### src/rtl/ds1302_time_writer.sv
`default_nettype none
// ============================================================================
// Module   : ds1302_time_writer
// Brief    : Writes hour/minute/second (24-hour, BCD) into a DS1302 RTC over
//            its 3-wire serial interface. Each register write is one CE-framed
//            transaction of 16 bits (command byte, then data byte, LSB first).
//            Inputs are clamped to range and converted to BCD before sending.
// Config   : define DS1302_WP_CLEAR_EN to prepend a write-protect-clear
//            transaction (cmd 0x8E, data 0x00) before the time registers.
// Revision : 1.0 - initial release
// ============================================================================
module ds1302_time_writer #(
    parameter int CLK_DIV = 50
) (
    input  logic       clk,
    input  logic       rst,
    input  logic       start,
    input  logic [4:0] hr,
    input  logic [5:0] min,
    input  logic [5:0] sec,
    output logic       busy,
    output logic       done,
    output logic       ds_ce,
    output logic       ds_sclk,
    output logic       ds_io,
    output logic       ds_io_oe
);

    // ------------------------------------------------------------------------
    // State encoding
    // ------------------------------------------------------------------------
    localparam logic [2:0] c_IDLE     = 3'd0;
    localparam logic [2:0] c_CE_SETUP = 3'd1;
    localparam logic [2:0] c_SHIFT    = 3'd2;
    localparam logic [2:0] c_CE_HOLD  = 3'd3;
    localparam logic [2:0] c_GAP      = 3'd4;
    localparam logic [2:0] c_DONE     = 3'd5;

    // Divider terminal counts: one SCLK half-period, and the CE-low gap
    localparam logic [10:0] c_HALF_LAST = 11'(CLK_DIV - 1);
    localparam logic [10:0] c_GAP_LAST  = 11'(2 * CLK_DIV - 1);

    // Transaction index 0 is the write-protect clear; 1..3 are sec/min/hr
`ifdef DS1302_WP_CLEAR_EN
    localparam logic [1:0] c_FIRST_TXN = 2'd0;
`else
    localparam logic [1:0] c_FIRST_TXN = 2'd1;
`endif
    localparam logic [1:0] c_LAST_TXN  = 2'd3;

    logic [2:0]  r_state;
    logic [10:0] r_div;
    logic [3:0]  r_bit;
    logic        r_phase;      // 0: sclk-low half, 1: sclk-high half
    logic [1:0]  r_txn;
    logic [15:0] r_shift;      // {data, cmd}; bit 0 is on the wire
    logic [4:0]  r_hr;
    logic [5:0]  r_min;
    logic [5:0]  r_sec;

    logic [2:0]  w_sec_tens;
    logic [3:0]  w_sec_ones;
    logic [2:0]  w_min_tens;
    logic [3:0]  w_min_ones;
    logic [1:0]  w_hr_tens;
    logic [3:0]  w_hr_ones;
    logic [7:0]  w_cmd;
    logic [7:0]  w_data;
    logic        w_half_end;

    // Latched values are already clamped, so the tens digits fit their fields
    assign w_sec_tens = 3'(r_sec / 6'd10);
    assign w_sec_ones = 4'(r_sec % 6'd10);
    assign w_min_tens = 3'(r_min / 6'd10);
    assign w_min_ones = 4'(r_min % 6'd10);
    assign w_hr_tens  = 2'(r_hr / 5'd10);
    assign w_hr_ones  = 4'(r_hr % 5'd10);

    assign w_half_end = (r_div == c_HALF_LAST);

    // Command/data byte for the current transaction (CH=0, 24-hour mode)
    always_comb begin
        w_cmd  = 8'h8E;
        w_data = 8'h00;
        case (r_txn)
            2'd1: begin
                w_cmd  = 8'h80;
                w_data = {1'b0, w_sec_tens, w_sec_ones};
            end
            2'd2: begin
                w_cmd  = 8'h82;
                w_data = {1'b0, w_min_tens, w_min_ones};
            end
            2'd3: begin
                w_cmd  = 8'h84;
                w_data = {2'b00, w_hr_tens, w_hr_ones};
            end
            default: begin
                w_cmd  = 8'h8E;
                w_data = 8'h00;
            end
        endcase
    end

    // Sequencer: frames each transaction and shifts its 16 bits out
    always_ff @(posedge clk) begin
        if (rst) begin
            r_state <= c_IDLE;
            r_div   <= '0;
            r_bit   <= '0;
            r_phase <= 1'b0;
            r_txn   <= c_FIRST_TXN;
            r_shift <= '0;
            r_hr    <= '0;
            r_min   <= '0;
            r_sec   <= '0;
        end else begin
            case (r_state)
                c_IDLE: begin
                    if (start) begin
                        r_hr    <= (hr  > 5'd23) ? 5'd23 : hr;
                        r_min   <= (min > 6'd59) ? 6'd59 : min;
                        r_sec   <= (sec > 6'd59) ? 6'd59 : sec;
                        r_txn   <= c_FIRST_TXN;
                        r_div   <= '0;
                        r_state <= c_CE_SETUP;
                    end
                end
                c_CE_SETUP: begin
                    if (w_half_end) begin
                        r_div   <= '0;
                        r_bit   <= '0;
                        r_phase <= 1'b0;
                        r_shift <= {w_data, w_cmd};
                        r_state <= c_SHIFT;
                    end else begin
                        r_div <= r_div + 11'd1;
                    end
                end
                c_SHIFT: begin
                    if (w_half_end) begin
                        r_div <= '0;
                        if (!r_phase) begin
                            r_phase <= 1'b1;
                        end else begin
                            r_phase <= 1'b0;
                            // Stop after bit 15 rather than letting r_bit wrap
                            if (r_bit == 4'd15) begin
                                r_state <= c_CE_HOLD;
                            end else begin
                                r_bit   <= r_bit + 4'd1;
                                r_shift <= {1'b0, r_shift[15:1]};
                            end
                        end
                    end else begin
                        r_div <= r_div + 11'd1;
                    end
                end
                c_CE_HOLD: begin
                    if (w_half_end) begin
                        r_div   <= '0;
                        r_state <= c_GAP;
                    end else begin
                        r_div <= r_div + 11'd1;
                    end
                end
                c_GAP: begin
                    if (r_div == c_GAP_LAST) begin
                        r_div <= '0;
                        if (r_txn == c_LAST_TXN) begin
                            r_state <= c_DONE;
                        end else begin
                            r_txn   <= r_txn + 2'd1;
                            r_state <= c_CE_SETUP;
                        end
                    end else begin
                        r_div <= r_div + 11'd1;
                    end
                end
                c_DONE: begin
                    // start is deliberately not sampled here
                    r_state <= c_IDLE;
                end
                default: begin
                    r_state <= c_IDLE;
                end
            endcase
        end
    end

    // Outputs decode directly from registered state, so reset clears them
    // on the same edge that returns the FSM to IDLE
    assign busy     = (r_state == c_CE_SETUP) || (r_state == c_SHIFT) ||
                      (r_state == c_CE_HOLD)  || (r_state == c_GAP);
    assign done     = (r_state == c_DONE);
    assign ds_ce    = (r_state == c_CE_SETUP) || (r_state == c_SHIFT) ||
                      (r_state == c_CE_HOLD);
    assign ds_sclk  = (r_state == c_SHIFT) && r_phase;
    assign ds_io    = (r_state == c_SHIFT) && r_shift[0];
    assign ds_io_oe = ds_ce;

endmodule
`default_nettype wire

### config.mk
export PLATFORM = sky130hd
export DESIGN_NAME = ds1302_time_writer
export DESIGN_NICKNAME = d
export VERILOG_FILES = /design/src/rtl/ds1302_time_writer.sv
export SDC_FILE = /design/constraint.sdc
export NUM_CORES = 1
export LEC_CHECK = 0
export CORE_MARGIN = 1.5
export CORE_UTILIZATION = 40
export CTS_CLUSTER_DIAMETER = 120
export DETAILED_ROUTE_END_ITERATION = 7
export GPL_TIMING_DRIVEN = 0
export PLACE_DENSITY = 0.56
export SETUP_SLACK_MARGIN = 0.1
export SLEW_MARGIN = 10
export SYNTH_ARGS = -nofsm -noshare
export SYNTH_HDL_FRONTEND = slang
export SYNTH_SLANG_ARGS = --single-unit
### constraint.sdc
create_clock -name clk -period 6 [get_ports clk]
set_input_delay 1.2 -clock clk [delete_from_list [all_inputs] [get_ports clk]]
set_output_delay 1.2 -clock clk [all_outputs]
set_load 0.02 [all_outputs]
==> flow_summary.yaml <==
outcome:
  outcome: "finished, final reports clean"
critical_path:
  maximum_fanout_encountered_on_the_critical_timing_path: 10
  worstSetupEndpointType: "primary output"
  timing.critical_path.from: "r_state[1]"
  crit_type: "reg -> out"
  critical_path.startpoint_type: "register"
  timing.reg2reg.setup_slack_ns: 2.59
  crit-reg2reg-launch: "r_txn[0]"
  cp.arrival_ns: 2.78
  required_ns: 4.80
cells_and_area:
  num_antenna_cells: 0
  net_count_reported_at_finish: 484
  final_layout_size_suffix_gt1_share_pct: 7.301
  layout_common_cells: "sky130_fd_sc_hd__nor2_1 (57), sky130_fd_sc_hd__nand2_1 (55), sky130_fd_sc_hd__dfxtp_1 (53)"
  mostFrequentLayoutCell: "sky130_fd_sc_hd__nor2_1"
  layout.core_utilization_pct: 47.52
  area_delta_synth_final_pct: 14.39
clock_network:
  numClockSinks: 53
  path_clk_slew_ns: 0.10
  clock-root-buffer: "sky130_fd_sc_hd__clkbuf_8"
  cts_hold_buffers: 0
  tritoncts.num_buffers: 5
  clock_tree.htree_level_count: 2
  max-clock-path-buffers: 2
  tritoncts: "built"
  post_cts.repair.setup_buffers: 0
  number_of_cells_upsized_or_downsized_after_cts: 0
  clock_insertion_delay_worst_skew_ns: 0.31
routing:
  dr.first_iter.drc_count: 110
  drt_pass1_iterations: 4
  route.antenna.remaining_nets: 0
  vias: 3032
  route.final.wire_length_um: 8111
  viasPerCell: 5.473
  drc_errors: 0
  wire_length_per_cell_um: 14.64
synth:
  yosysWarningCount: 0
  netlist_instances: 420
  synth_area_um2: 3227
  async_flop_share_pct: 0
  ys_seq_elements: 53
  synth_seq_area_share_pct: 32.88
  syn-num-nets: 453
  syn_avg_cell_area_um2: 7.683
  synth_flop_cell: "sky130_fd_sc_hd__dfxtp_1"
  synth_enable_flop_cells: 0
  synthDistinctLibCells: 69
floorplan:
  effective_utilization_at_floorplan_pct: 41.54
  rows: 32
  floorplan.die_area_um2: 8615
  fp.dieH_um: 92.82
  core_area_um2: 7767
  top_level_i_o_count: 26
  die-width_um: 92.82
placed_design:
  portBuffers: 24
  replace_congestion: 0.8555
  preCtsSetupSlack_ns: 2.391
  dp_hpwl_um: 6141
global_route:
  grt_pass1_wl_um: 13900
  grt_max_degree: 17
  grt_pass1_vias: 2891
  grt_use_total_pct: 20.07
  grt_overflow_total: 0
  antenna_found_initial: 0
timing:
  tightestPinTransition_ns: 0.8063
  fin_worst_skew_ns: 0.006907
  drv_slew: 0
  whs_ns: 0.4552
  finalCritPeriodShare_pct: 66.27
  fin_setup_tns_ns: 0
  final_period_minus_worst_setup_slack_ns: 3.976
  setup_violations: 0
  rsz0062_at_grt: "no"
  maxSlewHeadroom_pct: 45.57
  post-route-worst-setup-slack_ns: 2.024
  timing.fmax_mhz: 251.5
  hold_viol_final: 0
flow_run:
  cap_violations: 0
power:
  peakVddDrop_mv: 0.1483
  pwr_density_cell_nw_per_um2: 287.8
  p_leak_nw: 1.390
  total_power_mw: 1.062
worst_hold_path:
  hold_path.class: "reg -> reg"
  min-delay-start: "r_shift[0]"
## cell type report
type	instances	area, µm²
fill	812	4076
clock inverter	2	13.76
tap	102	127.6
clock buffer	6	82.58
multi-input combinational	332	2011
buffer	21	102.6
inverter	14	52.55
sequential	53	1061
timing repair buffer	24	240.2
## cell usage after synthesis (3+ instances only)
library cell / n / area [µm²]
sky130_fd_sc_hd__a22oi_1: 3 / 22.52
sky130_fd_sc_hd__xnor2_1: 3 / 26.28
sky130_fd_sc_hd__ha_1: 13 / 162.7
sky130_fd_sc_hd__mux2i_1: 5 / 50.05
sky130_fd_sc_hd__xor2_1: 8 / 70.07
sky130_fd_sc_hd__o31a_1: 3 / 26.28
sky130_fd_sc_hd__nand2_1: 55 / 206.5
sky130_fd_sc_hd__nor2b_1: 4 / 25.02
sky130_fd_sc_hd__a31oi_1: 5 / 31.28
sky130_fd_sc_hd__and2_1: 6 / 37.54
sky130_fd_sc_hd__or3_1: 3 / 18.77
sky130_fd_sc_hd__a21o_1: 6 / 45.04
sky130_fd_sc_hd__dfxtp_1: 53 / 1061
sky130_fd_sc_hd__o21ai_0: 15 / 75.07
sky130_fd_sc_hd__buf_2: 4 / 20.02
sky130_fd_sc_hd__nand3_1: 13 / 65.06
sky130_fd_sc_hd__nor4b_1: 3 / 26.28
sky130_fd_sc_hd__nand3b_1: 3 / 22.52
sky130_fd_sc_hd__a21oi_1: 35 / 175.2
sky130_fd_sc_hd__nor2_1: 57 / 214.0
sky130_fd_sc_hd__nand4_1: 7 / 43.79
sky130_fd_sc_hd__nand2b_1: 7 / 43.79
sky130_fd_sc_hd__nor3_1: 17 / 85.08
sky130_fd_sc_hd__o21a_1: 3 / 22.52
sky130_fd_sc_hd__clkbuf_1: 13 / 48.80
sky130_fd_sc_hd__a2bb2oi_1: 4 / 35.03
sky130_fd_sc_hd__inv_1: 12 / 45.04
sky130_fd_sc_hd__a211oi_1: 6 / 45.04
## logic make-up (layout without fill, tap and decap cells)
kind of cell	Yosys count	in the layout	share of synthesized area [%]
multiplexers	6	6	1.900
adder cells (fa/ha/maj)	13	13	5.041
AND/OR/NAND/NOR	191	191	28.46
flip-flops	53	53	32.88
buffers and inverters	35	67	4.808
XOR/XNOR	11	11	2.986
AO/OA/AOI/OAI	111	111	23.92
## per-stage QoR
stage / cells / cell area [µm²]
final: 554 / 3691
after global routing: 554 / 3691
after CTS: 554 / 3691
after detailed placement: 546 / 3595
after global placement: 546 / 3595
after floorplan: 420 / 3227
## per-layer routing
metal	share of wire (%)	up-vias	track usage, %	wire length (µm)
met1	51	1429	27.35	4122
li1	-	1560	-	-
met5	0	-	0	0
met4	0.97	0	4.924	79
met2	46	36	33.21	3695
met3	2.6	7	2.791	214
## path summary, 6_finish.rpt
check / to / cells past startpoint
worst max-delay path: ds_sclk / 6
worst min-delay path: r_shift[0] / 2
worst max register to register: r_shift[10] / 15
worst min register to register: r_shift[0] / 2
## registers in the layout (all words and copies together) (netlist names)
name and count:
r_txn 2, r_state 3, r_sec 6, r_phase 1
r_min 6, r_bit 4, r_div 11, r_shift 15
r_hr 5
## critical path: stages (launching register included)
cell and delay (ns):
sky130_fd_sc_hd__dfxtp_1 0.32, sky130_fd_sc_hd__clkbuf_1 0.32, sky130_fd_sc_hd__nand2b_1 0.12, sky130_fd_sc_hd__nor2_1 0.48, sky130_fd_sc_hd__clkbuf_1 0.44, sky130_fd_sc_hd__and2_1 0.20, sky130_fd_sc_hd__clkdlybuf4s50_1 0.60
## report_power, final
group | internal [mW] | leakage, nW | switching (mW)
logic | 0.168 | 0.908 | 0.264
clock network | 0.0939 | 0.0512 | 0.123
registers | 0.383 | 0.431 | 0.0306
total | 0.645 | 1.39 | 0.417
Note: power is estimated with default switching activity, not from simulation.
==> patch 1, RTL diff (config.mk and constraints unchanged) <==
The option `DS1302_WP_CLEAR_EN` is turned on by a define.
--- a/src/rtl/ds1302_time_writer.sv
+++ b/src/rtl/ds1302_time_writer.sv
@@ -10,4 +10,6 @@
 // Revision : 1.0 - initial release
 // ============================================================================
+`define DS1302_WP_CLEAR_EN
+
 module ds1302_time_writer #(
     parameter int CLK_DIV = 50
Function: no difference found for any inputs over 10 cycles, from zero or initial values and one cycle with rst high; that may be too few to reach the edited logic, so the function may still have changed.
==> patch 1 against the original RTL <==
Wire length up 2.0%. Die area decreased by 1.3%. Worst setup slack better by 9.6 ps. Area after synthesis is 1.4% lower. Sequential share of layout area increased by 0.37 points. Final area shrank 1.3%. Total power increased by 1.1%. First-iteration DRC count grew 47%. Sequential cell count unchanged. Highest routed layer unchanged.
==> patch 1: results (changes against the original RTL) <==
| Metric | Value |
|---|---|
| Total global-route track usage | `0.207 (+0.00597)` |
| Critical path arrival | `2770 ps (about the same)` |
| Drt total wl | `8280 um (+2.0%)` |
| Syn_nets | `451 (-0.44%)` |
| Initial antenna violation count | `0 (unchanged)` |
| Max incr delay on CP | `600 ps (about the same)` |
| Most frequent cells after synthesis | `nand2_1, dfxtp_1, nor2_1, a21oi_1, o21ai_0` |
| Family with the most delay on the worst path | `buffers and inverters` |
| Fill count | `820 (+0.99%)` |
| Clock transition at the registers of the reported paths | `~110 ps` |
| Status | `finished clean` |
| Root buf cell | `clkbuf_8` |
| Vias in the first global route | `2955 (+2.2%)` |
| First-pass GRT wire length | `14000 um (+0.55%)` |
| Fraction of layout cells with a size suffix above 1 | `0.0689 (-0.00412)` |
| CTS Buf Count | `5 (unchanged)` |
| R2R Setup Slk | `2610 ps (+20 ps)` |
| Final net count | `482 (-0.41%)` |
| Gates resized, CTS repair | `0 (unchanged)` |
| RePlAce Congestion | `0.822 (-4.0%)` |
| DR iter-0 viols | `162 (+47%)` |
| First-pass DRT Iterations | `4 (unchanged)` |
| Most area-consuming cells after synthesis | `dfxtp_1, nand2_1, nor2_1, a21oi_1, ha_1` |
| Worst Skew | `17.6 ps (+10.7 ps)` |
| Critical path's slowest cell | `clkdlybuf4s50_1` |
| Register area share after synthesis | `0.333 (+0.00452)` |
| Yosys warns | `0 (unchanged)` |
| DP HPWL | `6170 um (+0.47%)` |
| Slew @ Worst Pin | `647 ps (-160 ps)` |
| Worst vdd ir | `0.318 mV (+110%)` |
| Hold slack | `461 ps (+5.77 ps)` |
| Synth cell types | `61 (-12%)` |
| Largest net degree at the start of global routing | `19 (+2)` |
| Synth async-reset ratio | `0 (unchanged)` |
| Vias/cell | `5.58 (+2.0%)` |
| Skew-Pair Late Insertion Delay | `320 ps` |
| Leakage power | `1.33 nW (-4.2%)` |
==> patch 1: changes by cell type after synthesis, moves of 3 or more <==
| cell | unedited run | this run |
|---|---|---|
| a2bb2oi_1 | 4 | 1 |
| nor2b_1 | 4 | 7 |
| inv_1 | 12 | 9 |
| nand2_1 | 55 | 59 |
| nor2_1 | 57 | 53 |
| a21oi_1 | 35 | 38 |
| o21ai_0 | 15 | 24 |
| o31a_1 | 3 | 0 |
==> patch 1: cell families after synthesis <==
group	synth area share
flops	0.333
mux	0.0267
simple gates	0.274
buf+inv	0.0460
fa+ha+maj	0.0511
compound gates	0.239
xor+xnor	0.0303
==> patch 1: final timing paths <==
| kind | startpoint | depth (start not counted) | endpoint |
|---|---|---|---|
| setup / recovery | r_state[0] | 6 | ds_sclk |
| hold / removal | r_shift[4] | 2 | r_shift[4] |
| setup reg to reg | r_txn[0] | 13 | r_shift[11] |
| hold reg to reg | r_shift[4] | 2 | r_shift[4] |
==> patch 1: through the flow <==
step / power [mW] / setup slack, ps / cell area (um^2) / cells / util
detailed placement: 0.859 / 2420 / 3550 / 544 / 0.460
floorplan: 0.728 / 3100 / 3180 / 418 / -
global placement: 0.853 / 2410 / 3550 / 544 / 0.460
finish: 1.07 / 2030 / 3640 / 552 / 0.472
CTS: 1.08 / 2030 / 3640 / 552 / 0.472
global route: 1.15 / 1820 / 3640 / 552 / 0.472
==> patch 1: area by class of cell <==
type                       instances  area (um^2)  area share
buffer                            23          113      0.0309
clock buffer                       5         68.8      0.0189
clock inverter                     3         25.0     0.00687
inverter                           9         33.8     0.00927
multi-input combinational        333         1980       0.542
sequential                        53         1060       0.291
tap                              102          128      0.0350
timing repair buffer              24          240      0.0659
==> patch 1: worst register-to-register path, stage by stage, from the launching register on <==
cell and delay (ps):
dfxtp_1 360, inv_1 110, ha_1 200, nor2b_2 270, a2bb2oi_1 340, o21bai_4 220, mux2i_2 380, ha_1 230
nand3_1 100, a21oi_1 230, o22ai_1 120, or3_1 360, a21o_1 180, a211oi_2 180
==> patch 1: where the power goes <==
group	switching, mW	internal (mW)	leakage, nW	total (mW)
registers	0.0314	0.386	0.431	0.417
clock network	0.134	0.0847	0.0447	0.219
logic	0.272	0.166	0.856	0.438
total	0.437	0.637	1.33	1.07
==> patch 1: routing by layer <==
metal  track usage  up-vias  share of wire  wire length, um
met5             0        -              0                0
met4        0.0692        0          0.013              110
met3        0.0249        8          0.030              251
met2         0.362       66           0.49             4020
met1         0.261     1468           0.47             3900
li1              -     1538              -                -
==> patch 2, RTL diff (same flow settings) <==
Without the edit above. Add an input register stage for `start`, `hr`, `min` and `sec`; this delays them by one clock.
--- a/src/rtl/ds1302_time_writer.sv
+++ b/src/rtl/ds1302_time_writer.sv
@@ -49,4 +49,16 @@
     localparam logic [1:0] c_LAST_TXN  = 2'd3;
 
+    logic start_q;
+    logic [4:0] hr_q;
+    logic [5:0] min_q;
+    logic [5:0] sec_q;
+
+    always_ff @(posedge clk) begin
+        start_q <= start;
+        hr_q    <= hr;
+        min_q   <= min;
+        sec_q   <= sec;
+    end
+
     logic [2:0]  r_state;
     logic [10:0] r_div;
@@ -118,8 +130,8 @@
             case (r_state)
                 c_IDLE: begin
-                    if (start) begin
-                        r_hr    <= (hr  > 5'd23) ? 5'd23 : hr;
-                        r_min   <= (min > 6'd59) ? 6'd59 : min;
-                        r_sec   <= (sec > 6'd59) ? 6'd59 : sec;
+                    if (start_q) begin
+                        r_hr    <= (hr_q > 5'd23) ? 5'd23 : hr_q;
+                        r_min   <= (min_q > 6'd59) ? 6'd59 : min_q;
+                        r_sec   <= (sec_q > 6'd59) ? 6'd59 : sec_q;
                         r_txn   <= c_FIRST_TXN;
                         r_div   <= '0;
Check against the original RTL: not equivalent (a bounded check fails within 4 cycles, from zero or initial values and one cycle with rst high).
==> patch 2 against the original RTL <==
Combinational power is 2% higher. Maximum frequency up 16%. Synthesized cell count grew 2.4%. Global-route usage decreased by 2.1 points. Sequential cell count up 18. Final area increased by 13%. Worst setup slack better by 540 ps. Wire length shrank 0.89%. Critical path depth down 2. Total power is 38% higher. Area after synthesis is 10% higher. Largest cell class unchanged. Highest routed layer unchanged.
==> patch 2: results (changes against the original RTL) <==
| Metric | Value |
|---|---|
| Skew-Pair Late Insertion Delay | `350 ps (+40 ps)` |
| DR vias | `3074 (+1.4%)` |
| Initial antenna violation count | `0 (unchanged)` |
| Most area-consuming cells after synthesis | `dfxtp_1, nor2_1, nand2_1, ha_1, a21oi_1` |
| Metal3 WL | `275 um (+29%)` |
| Synth top area share | `0.399 (+0.0703)` |
| Largest net degree at the start of global routing | `14 (-3)` |
| Vias/cell | `5.32 (-2.8%)` |
| Status | `finished clean` |
| Fraction of layout cells with a size suffix above 1 | `0.0979 (+0.0249)` |
| DP HPWL | `5970 um (-2.8%)` |
| Dpl cells | `562 (+2.9%)` |
| CTS Buf Count | `9 (+4)` |
| Worst vdd ir | `0.183 mV (+24%)` |
| First-pass GRT wire length | `13900 um (-0.29%)` |
| Mapped Cells | `430 (+2.4%)` |
| Fill count | `880 (+8.4%)` |
| Max_slew headroom | `0.509 (+0.0529)` |
| Syn_nets | `463 (+2.2%)` |
| Synth cell types | `66 (-4.3%)` |
| Root buf cell | `clkbuf_8` |
| Leakage power | `1.58 nW (+14%)` |
| DR iter-0 viols | `169 (+54%)` |
| H-Tree Depth | `3 (+1)` |
| Critical path arrival | `2240 ps (-540 ps)` |
| Total global-route track usage | `0.180 (-0.0205)` |
| Most frequent cells after synthesis | `dfxtp_1, nor2_1, nand2_1, a21oi_1, nor3_1` |
| Max incr delay on CP | `680 ps (+80 ps)` |
| Clock transition at the registers of the reported paths | `70 ps (-30 ps)` |
| Worst Skew | `5.08 ps (-1.83 ps)` |
| WL met2 | `3560 um (-3.7%)` |
| Psw | `0.490 mW (+17%)` |
| First-pass DRT Iterations | `4 (unchanged)` |
| Drt total wl | `8040 um (-0.89%)` |
| Final net count | `498 (+2.9%)` |
| Register area share after synthesis | `0.399 (+0.0703)` |
| Critical path's slowest cell | `clkdlybuf4s50_1` |
| Vias in the first global route | `2904 (+0.45%)` |
| M1 WL | `4080 um (-1.0%)` |
| RePlAce Congestion | `0.823 (-3.8%)` |
| Max Buffers Root-to-Sink | `2 (unchanged)` |
## patch 2: cell types whose count changed in the layout (fill, tap and decap cells not counted), moves of 4 or more
cell	change
a22oi_1	+4
dfxtp_1	+18
nand2_1	-10
clkbuf_8	+4
nor2_1	+9
a2bb2oi_1	-4
nand3_1	-5
## patch 2: logic make-up after synthesis
family                   count (synthesis)  share of synthesized area
AO/OA/AOI/OAI                          105                      0.208
XOR/XNOR                                10                     0.0246
adder cells (fa/ha/maj)                 13                     0.0457
buffers and inverters                   36                     0.0436
flip-flops                              71                      0.399
multiplexers                             6                     0.0169
AND/OR/NAND/NOR                        189                      0.262
## patch 2: worst min-delay path, delay by kind of cell, from the launching register on
family / cells / cell delay (ps)
AOI/OAI and AO/OA: 1 / 50
DFF: 1 / 310
and+or+nand+nor: 1 / 50
## patch 2: power by group through the flow
stage / sequential, mW / combinational (mW) / clock (mW)
3_5_place_dp: 0.560 / 0.439 / 0
3_3_place_gp: 0.558 / 0.434 / 0
6_report: 0.550 / 0.442 / 0.472
4_1_cts: 0.549 / 0.442 / 0.482
2_1_floorplan: 0.548 / 0.329 / 0
5_1_grt: 0.556 / 0.499 / 0.508
## patch 2: area by class of cell
type	count	area, um^2	area share
Sequential cell	71	1420	0.339
Clock inverter	6	115	0.0275
Buffer	21	98.8	0.0236
Multi-Input combinational cell	323	1980	0.474
Clock buffer	10	138	0.0329
Timing Repair Buffer	24	240	0.0573
Tap cell	108	135	0.0323
Inverter	15	56.3	0.0134
## patch 2: final timing paths
| path | end | startpoint | slack, ps | cells after the start |
|---|---|---|---|---|
| setup / recovery | busy | r_state[0] | 2560 | 4 |
| hold / removal | r_shift[2] | r_shift[2] | 450 | 2 |
| setup reg to reg | r_shift[11] | r_txn[0] | 2690 | 14 |
| hold reg to reg | r_shift[2] | r_shift[2] | 450 | 2 |
## patch 2: through the flow
stage	setup slack (ps)	total power, mW	area [um^2]	util
finish	2560	1.46	4190	0.483
floorplan	2990	0.877	3560	-
detailed placement	2700	0.999	3940	0.454
global route	2430	1.56	4190	0.483
global placement	2750	0.992	3940	0.454
CTS	2570	1.47	4190	0.483
## patch 2: metal layers
metal,GRT usage,up-vias
li1,-,1592
met5,0,-
met3,0.0446,10
met4,0.0692,0
met1,0.244,1415
met2,0.277,57
